File: src/rtl/clock_pkg.sv
// Shared state encoding and time-field limits for the alarm controller.
package clock_pkg;

    typedef enum logic [2:0] {
        ST_IDLE     = 3'd0,
        ST_SET_HOUR = 3'd1,
        ST_SET_MIN  = 3'd2,
        ST_SET_SEC  = 3'd3,
        ST_ARMED    = 3'd4,
        ST_RINGING  = 3'd5,
        ST_SNOOZE   = 3'd6,
        ST_ILLEGAL  = 3'd7
    } state_e;

    localparam int HOUR_MAX = 23;
    localparam int MIN_MAX  = 59;
    localparam int SEC_MAX  = 59;

    function automatic logic is_set_state(input state_e s);
        return (s == ST_SET_HOUR) || (s == ST_SET_MIN) || (s == ST_SET_SEC);
    endfunction

endpackage

File: src/rtl/alarm_field_cnt.sv
// Modulo-(MAX+1) increment-only counter holding one alarm time field.
module alarm_field_cnt #(
    parameter int MAX = 59,
    localparam int W  = $clog2(MAX + 1)
) (
    input  logic         clk_i,
    input  logic         rst_n_i,
    input  logic         inc_i,
    output logic [W-1:0] cnt_o
);

    logic [W-1:0] cnt_q;

    always_ff @(posedge clk_i or negedge rst_n_i) begin
        if (!rst_n_i) begin
            cnt_q <= '0;
        end else if (inc_i) begin
            cnt_q <= (cnt_q == W'(MAX)) ? '0 : cnt_q + W'(1);
        end
    end

    assign cnt_o = cnt_q;

endmodule

File: src/rtl/alarm_ctrl.sv
// Alarm clock controller: field setting, match-edge trigger, timed ring.
// Optional snooze support is compiled in when ALARM_SNOOZE_EN is defined.
//
//   state    | meaning
//   IDLE     | alarm disarmed, waiting for btn_mode
//   SET_HOUR | btn_inc steps alarm hour
//   SET_MIN  | btn_inc steps alarm minute
//   SET_SEC  | btn_inc steps alarm second
//   ARMED    | waiting for rising edge of time match
//   RINGING  | buzzer on, ring counter counts down on tick_1hz
//   SNOOZE   | buzzer paused, snooze counter counts down (snooze build only)
module alarm_ctrl
    import clock_pkg::*;
#(
    parameter int RING_SECS   = 60,
    parameter int SNOOZE_SECS = 300
) (
    input  logic       clock,
    input  logic       reset_n,
    input  logic       tick_1hz,
    input  logic       btn_mode,
    input  logic       btn_inc,
    input  logic       btn_stop,
    input  logic       alarm_en,
    input  logic [4:0] cur_hour,
    input  logic [5:0] cur_min,
    input  logic [5:0] cur_sec,
    output logic [4:0] alarm_hour,
    output logic [5:0] alarm_min,
    output logic [5:0] alarm_sec,
    output logic [2:0] state,
    output logic       setting,
    output logic       ring
);

    localparam int RING_W = $clog2(RING_SECS + 1);

    if (RING_SECS < 1 || RING_SECS > 255) begin : g_bad_ring
        $error("RING_SECS must be within 1..255");
    end
    if (SNOOZE_SECS < 1 || SNOOZE_SECS > 1023) begin : g_bad_snooze
        $error("SNOOZE_SECS must be within 1..1023");
    end

    state_e              state_q, state_d;
    logic [RING_W-1:0]   ring_cnt_q, ring_cnt_d;
    logic                ring_q, setting_q, match_q;
    logic                match, trigger, inc_ok;

`ifdef ALARM_SNOOZE_EN
    localparam int SNZ_W = $clog2(SNOOZE_SECS + 1);
    logic [SNZ_W-1:0]    snz_cnt_q, snz_cnt_d;
`endif

    // btn_stop and btn_mode both outrank btn_inc in the same cycle
    assign inc_ok = btn_inc && !btn_stop && !btn_mode;

    alarm_field_cnt #(.MAX(HOUR_MAX)) u_hour (
        .clk_i(clock), .rst_n_i(reset_n),
        .inc_i(inc_ok && state_q == ST_SET_HOUR), .cnt_o(alarm_hour)
    );
    alarm_field_cnt #(.MAX(MIN_MAX)) u_min (
        .clk_i(clock), .rst_n_i(reset_n),
        .inc_i(inc_ok && state_q == ST_SET_MIN), .cnt_o(alarm_min)
    );
    alarm_field_cnt #(.MAX(SEC_MAX)) u_sec (
        .clk_i(clock), .rst_n_i(reset_n),
        .inc_i(inc_ok && state_q == ST_SET_SEC), .cnt_o(alarm_sec)
    );

    assign match   = (cur_hour == alarm_hour) && (cur_min == alarm_min) && (cur_sec == alarm_sec);
    assign trigger = match && !match_q;

    always_comb begin
        state_d    = state_q;
        ring_cnt_d = ring_cnt_q;
`ifdef ALARM_SNOOZE_EN
        snz_cnt_d  = snz_cnt_q;
`endif
        case (state_q)
            ST_IDLE:     if (!btn_stop && btn_mode) state_d = ST_SET_HOUR;
            ST_SET_HOUR: if (!btn_stop && btn_mode) state_d = ST_SET_MIN;
            ST_SET_MIN:  if (!btn_stop && btn_mode) state_d = ST_SET_SEC;
            ST_SET_SEC:  if (!btn_stop && btn_mode) state_d = alarm_en ? ST_ARMED : ST_IDLE;
            ST_ARMED: begin
                if (!alarm_en) begin
                    state_d = ST_IDLE;
                end else if (!btn_stop && btn_mode) begin
                    state_d = ST_SET_HOUR;
                end else if (!btn_stop && trigger) begin
                    state_d    = ST_RINGING;
                    ring_cnt_d = RING_W'(RING_SECS);
                end
            end
            ST_RINGING: begin
                if (!alarm_en) begin
                    state_d    = ST_IDLE;
                    ring_cnt_d = '0;
                end else if (btn_stop) begin
                    state_d    = ST_ARMED;
                    ring_cnt_d = '0;
`ifdef ALARM_SNOOZE_EN
                end else if (inc_ok) begin
                    state_d    = ST_SNOOZE;
                    ring_cnt_d = '0;
                    snz_cnt_d  = SNZ_W'(SNOOZE_SECS);
`endif
                end else if (tick_1hz) begin
                    if (ring_cnt_q <= RING_W'(1)) begin
                        state_d    = ST_ARMED;
                        ring_cnt_d = '0;
                    end else begin
                        ring_cnt_d = ring_cnt_q - RING_W'(1);
                    end
                end
            end
`ifdef ALARM_SNOOZE_EN
            ST_SNOOZE: begin
                if (!alarm_en) begin
                    state_d   = ST_IDLE;
                    snz_cnt_d = '0;
                end else if (btn_stop) begin
                    state_d   = ST_ARMED;
                    snz_cnt_d = '0;
                end else if (tick_1hz) begin
                    if (snz_cnt_q <= SNZ_W'(1)) begin
                        state_d    = ST_RINGING;
                        snz_cnt_d  = '0;
                        ring_cnt_d = RING_W'(RING_SECS);
                    end else begin
                        snz_cnt_d = snz_cnt_q - SNZ_W'(1);
                    end
                end
            end
`endif
            default: begin
                state_d    = ST_IDLE;
                ring_cnt_d = '0;
`ifdef ALARM_SNOOZE_EN
                snz_cnt_d  = '0;
`endif
            end
        endcase
    end

    // match_q resets high so a match present at reset release cannot trigger
    always_ff @(posedge clock or negedge reset_n) begin
        if (!reset_n) begin
            state_q    <= ST_IDLE;
            ring_cnt_q <= '0;
            ring_q     <= 1'b0;
            setting_q  <= 1'b0;
            match_q    <= 1'b1;
`ifdef ALARM_SNOOZE_EN
            snz_cnt_q  <= '0;
`endif
        end else begin
            state_q    <= state_d;
            ring_cnt_q <= ring_cnt_d;
            ring_q     <= (state_d == ST_RINGING);
            setting_q  <= is_set_state(state_d);
            match_q    <= match;
`ifdef ALARM_SNOOZE_EN
            snz_cnt_q  <= snz_cnt_d;
`endif
        end
    end

    assign state   = state_q;
    assign ring    = ring_q;
    assign setting = setting_q;

endmodule

File: config.mk
export PLATFORM = sky130hd
export DESIGN_NAME = alarm_ctrl
export DESIGN_NICKNAME = d
export VERILOG_FILES = /design/src/rtl/clock_pkg.sv /design/src/rtl/alarm_field_cnt.sv /design/src/rtl/alarm_ctrl.sv
export SDC_FILE = /design/constraint.sdc
export NUM_CORES = 1
export LEC_CHECK = 0
export CAP_MARGIN = 40
export CELL_PAD_IN_SITES_DETAIL_PLACEMENT = 1
export CELL_PAD_IN_SITES_GLOBAL_PLACEMENT = 2
export CORE_ASPECT_RATIO = 0.75
export CORE_UTILIZATION = 26
export DETAILED_ROUTE_END_ITERATION = 16
export GPL_TIMING_DRIVEN = 0
export MAX_ROUTING_LAYER = met4
export PLACE_DENSITY = 0.77
export SYNTH_ARGS = -nofsm -noshare
export SYNTH_HDL_FRONTEND = slang
export SYNTH_HIERARCHICAL = 1
export SYNTH_SLANG_ARGS = --single-unit
File: constraint.sdc
create_clock -name clock -period 3.8 [get_ports clock]
set_input_delay 0.38 -clock clock [delete_from_list [all_inputs] [get_ports clock]]
set_output_delay 0.38 -clock clock [all_outputs]
set_load 0.1 [all_outputs]
==> out/results.ini <==
[status]
outcome = finished clean

[timing]
setup_viol = 0
worst_pin_slew_ns = 0.708
fin_crit_sh_pct = 60.2
min_period_ns = 2.29
rsz0062_at_grt = false
fin_ws_ns = 1.51
tns_ns = 0
fmax_mhz = 437
slew_headroom_pct = 52.8
hold_viol_final = 0
slew_viol_final = 0
fin_skew_ns = 0.00821

[cts]
cts_tree = yes
path_clk_slew_ns = 0.07
post_cts_buffers = 0
clock_latency_ns = 0.28
cts_buffers = 5
cts-root-buf = clkbuf_8
cts-hold-fix-buffers = 0
cts_resized = 0
clock-sinks = 29
cts_buffer_depth = 2
h-tree-depth = 2

[power_and_ir_drop]
powerDensity_nw_per_um2 = 654
ir_worst_vdd_mv = 0.584
leakage_nw = 1.15
total_power_w = 0.00181

[global_routing]
grt_pass1_wl_um = 7990
grt_max_degree = 30
gr-total-overflow = 0
gr-usage-all-layers_pct = 15.1
antenna_found_initial = 0
grt_pass1_vias = 1577

[setup_path]
end_kind = flop
arrival_ns = 2.51
path_class = in2reg
cpMaxStageDelayCell = nor3_1
critPathMaxFanout = 4
setup.worst_path.start_class = input pin
max_stage_delay_ns = 0.56
crit_path_cell_trace = clkdlybuf4s50_1 -> xor2_1 -> nor4_1 -> nand4_1 -> nor3_1 -> o31a_1
crit_required_ns = 4.02

[final_layout]
n_fill_cell = 738
antenna_cells = 0
seqCellArea_sq_um = 727
finalNetCount = 283
multi_input_area_sq_um = 1000
areaGrowthSynthToFinish_pct = 53.0
utilization_pct = 42.5
fin_cells = 336
drive_gt1_share_pct = 17.3

[place]
dp_hpwl_um = 3630
dp_slack_ns = 1.22
portBuffers = 45
gp_congestion = 0.718
dp_cells = 328

[yosys]
syn_inst = 180
ys.flop_type = dfrtp_1
synth_cell_types = 44
async_reset_ff_share_pct = 100
synth_top_cell_area_share_pct = 38.8
synth_edf_count = 0
synthTopCellsByArea = dfrtp_1, xor2_1, o21ai_0
syn-cell-area_sq_um = 1810
yosysTopAreaCell = dfrtp_1
synth_commonest_cells = dfrtp_1, xor2_1, nand2_1
ys_seq_area_share_pct = 40.3
synth_nets = 209
synth-seq-cells = 29
syn_area_per_cell_sq_um = 10.0
yosysWarnings = 6
yosys.cell_count.top_type = dfrtp_1

[floorplan]
start_util_pct = 27.8
core-area_sq_um = 6510
fp-row-count = 25
io_pins = 46
die_w_um = 98.2
die_y_um = 74.2
die-area_sq_um = 7280

[detailed_routing]
wl_per_cell_um = 14.3
drcViolationCount = 0
vias = 1565
drt_iter0_drc = 62
firstDrtPassIters = 6
ant_nets = 0
vias_per_cell = 4.66
totalWireLength_um = 4810

[job]
cap_violations = 0

[min_path]
hold_path.class = in2async

-- stage by stage --
stage	cell area (sq um)	hold slack, ns
after floorplan	1810	0.0844
after global placement	2360	0.542
after detailed placement	2680	0.478
after CTS	2760	0.172
after global routing	2760	0.205
final	2760	0.144
-- final cells by class --
cell class	instances	share of cell area, %
Timing Repair Buffer	67	28.1
Inverter	6	0.996
Multi-Input combinational cell	140	36.3
Tap cell	81	3.67
Clock buffer	8	2.90
Sequential cell	29	26.3
Buffer	5	1.77
-- per-layer routing --
metal / wire length, um / track usage (%) / part of all wire (%) / up-vias
met5: 0 / - / 0 / -
met4: 57 / 4.48 / 1.2 / 0
met3: 155 / 3.29 / 3.2 / 7
met2: 2040 / 22.7 / 43 / 33
met1: 2550 / 20.4 / 53 / 732
li1: - / - / - / 793
-- logic make-up after synthesis --
kind of cell,count (synthesis),synth area share (%)
AO/OA/AOI/OAI,32,11.9
flip-flops,29,40.3
multiplexers,8,5.06
adder cells (fa/ha/maj),5,3.47
buffers and inverters,11,4.23
AND/OR/NAND/NOR,70,22.9
XOR/XNOR,25,12.1
-- sequential cells by signal, indices dropped and copies added, names as in the netlist --
register,flops
ring_cnt_q,6
ring,1
setting,1
u_sec/cnt_o,6
state,3
match_q,1
u_min/cnt_o,6
u_hour/cnt_o,5
-- worst max-delay path, delay by kind of cell --
| family | cells | cell delay, ns |
|---|---|---|
| simple gates | 3 | 1.37 |
| buf+inv | 1 | 0.42 |
| compound gates | 1 | 0.19 |
| xor+xnor | 1 | 0.15 |
-- cell usage in the layout (no fill, tap or decap), drive strengths merged, types with 2 or more instances in the layout --
master and n:
xnor2 6, nand4b 2, inv 5, nor3 5
o2111ai 2, dfrtp 28, clkbuf 9, xor2 19
o31ai 2, mux2 6, clkdlybuf4s50 44, or3 4
nand3 3, o21ai 14, nand4 6, buf 27
a21oi 3, nand2b 3, and3 2, nor2b 6
mux2i 2, nor4 3, nor2 10, o31a 4
nand2 17, ha 5, nor3b 4
-- report_power, final --
part	leakage [nW]	internal (W)	switching, W	total [W]
clock	0.0395	0.000130	0.000120	0.000250
sequential	0.376	0.000389	0.000123	0.000512
combinational	0.732	0.000420	0.000624	0.00104
total	1.15	0.000939	0.000866	0.00181
-- worst paths after layout --
kind                                                 start                          to  slack [ns]  depth (start not counted)
worst max-delay path                            cur_sec[5]   ring_cnt_q[4]$_DFFE_PN0P_        1.51                          6
worst min-delay path                               reset_n              ring$_DFF_PN0_        0.14                          1
worst max register to register  u_min/cnt_o[5]$_DFFE_PN0P_   ring_cnt_q[4]$_DFFE_PN0P_        1.54                          5
worst min register to register   ring_cnt_q[5]$_DFFE_PN0P_   ring_cnt_q[5]$_DFFE_PN0P_        0.56                          1
max in group asynchronous                          reset_n  u_min/cnt_o[0]$_DFFE_PN0P_        3.19                          1
min in group clock               ring_cnt_q[5]$_DFFE_PN0P_   ring_cnt_q[5]$_DFFE_PN0P_        0.56                          1
Note: power is estimated with default switching activity, not from simulation.
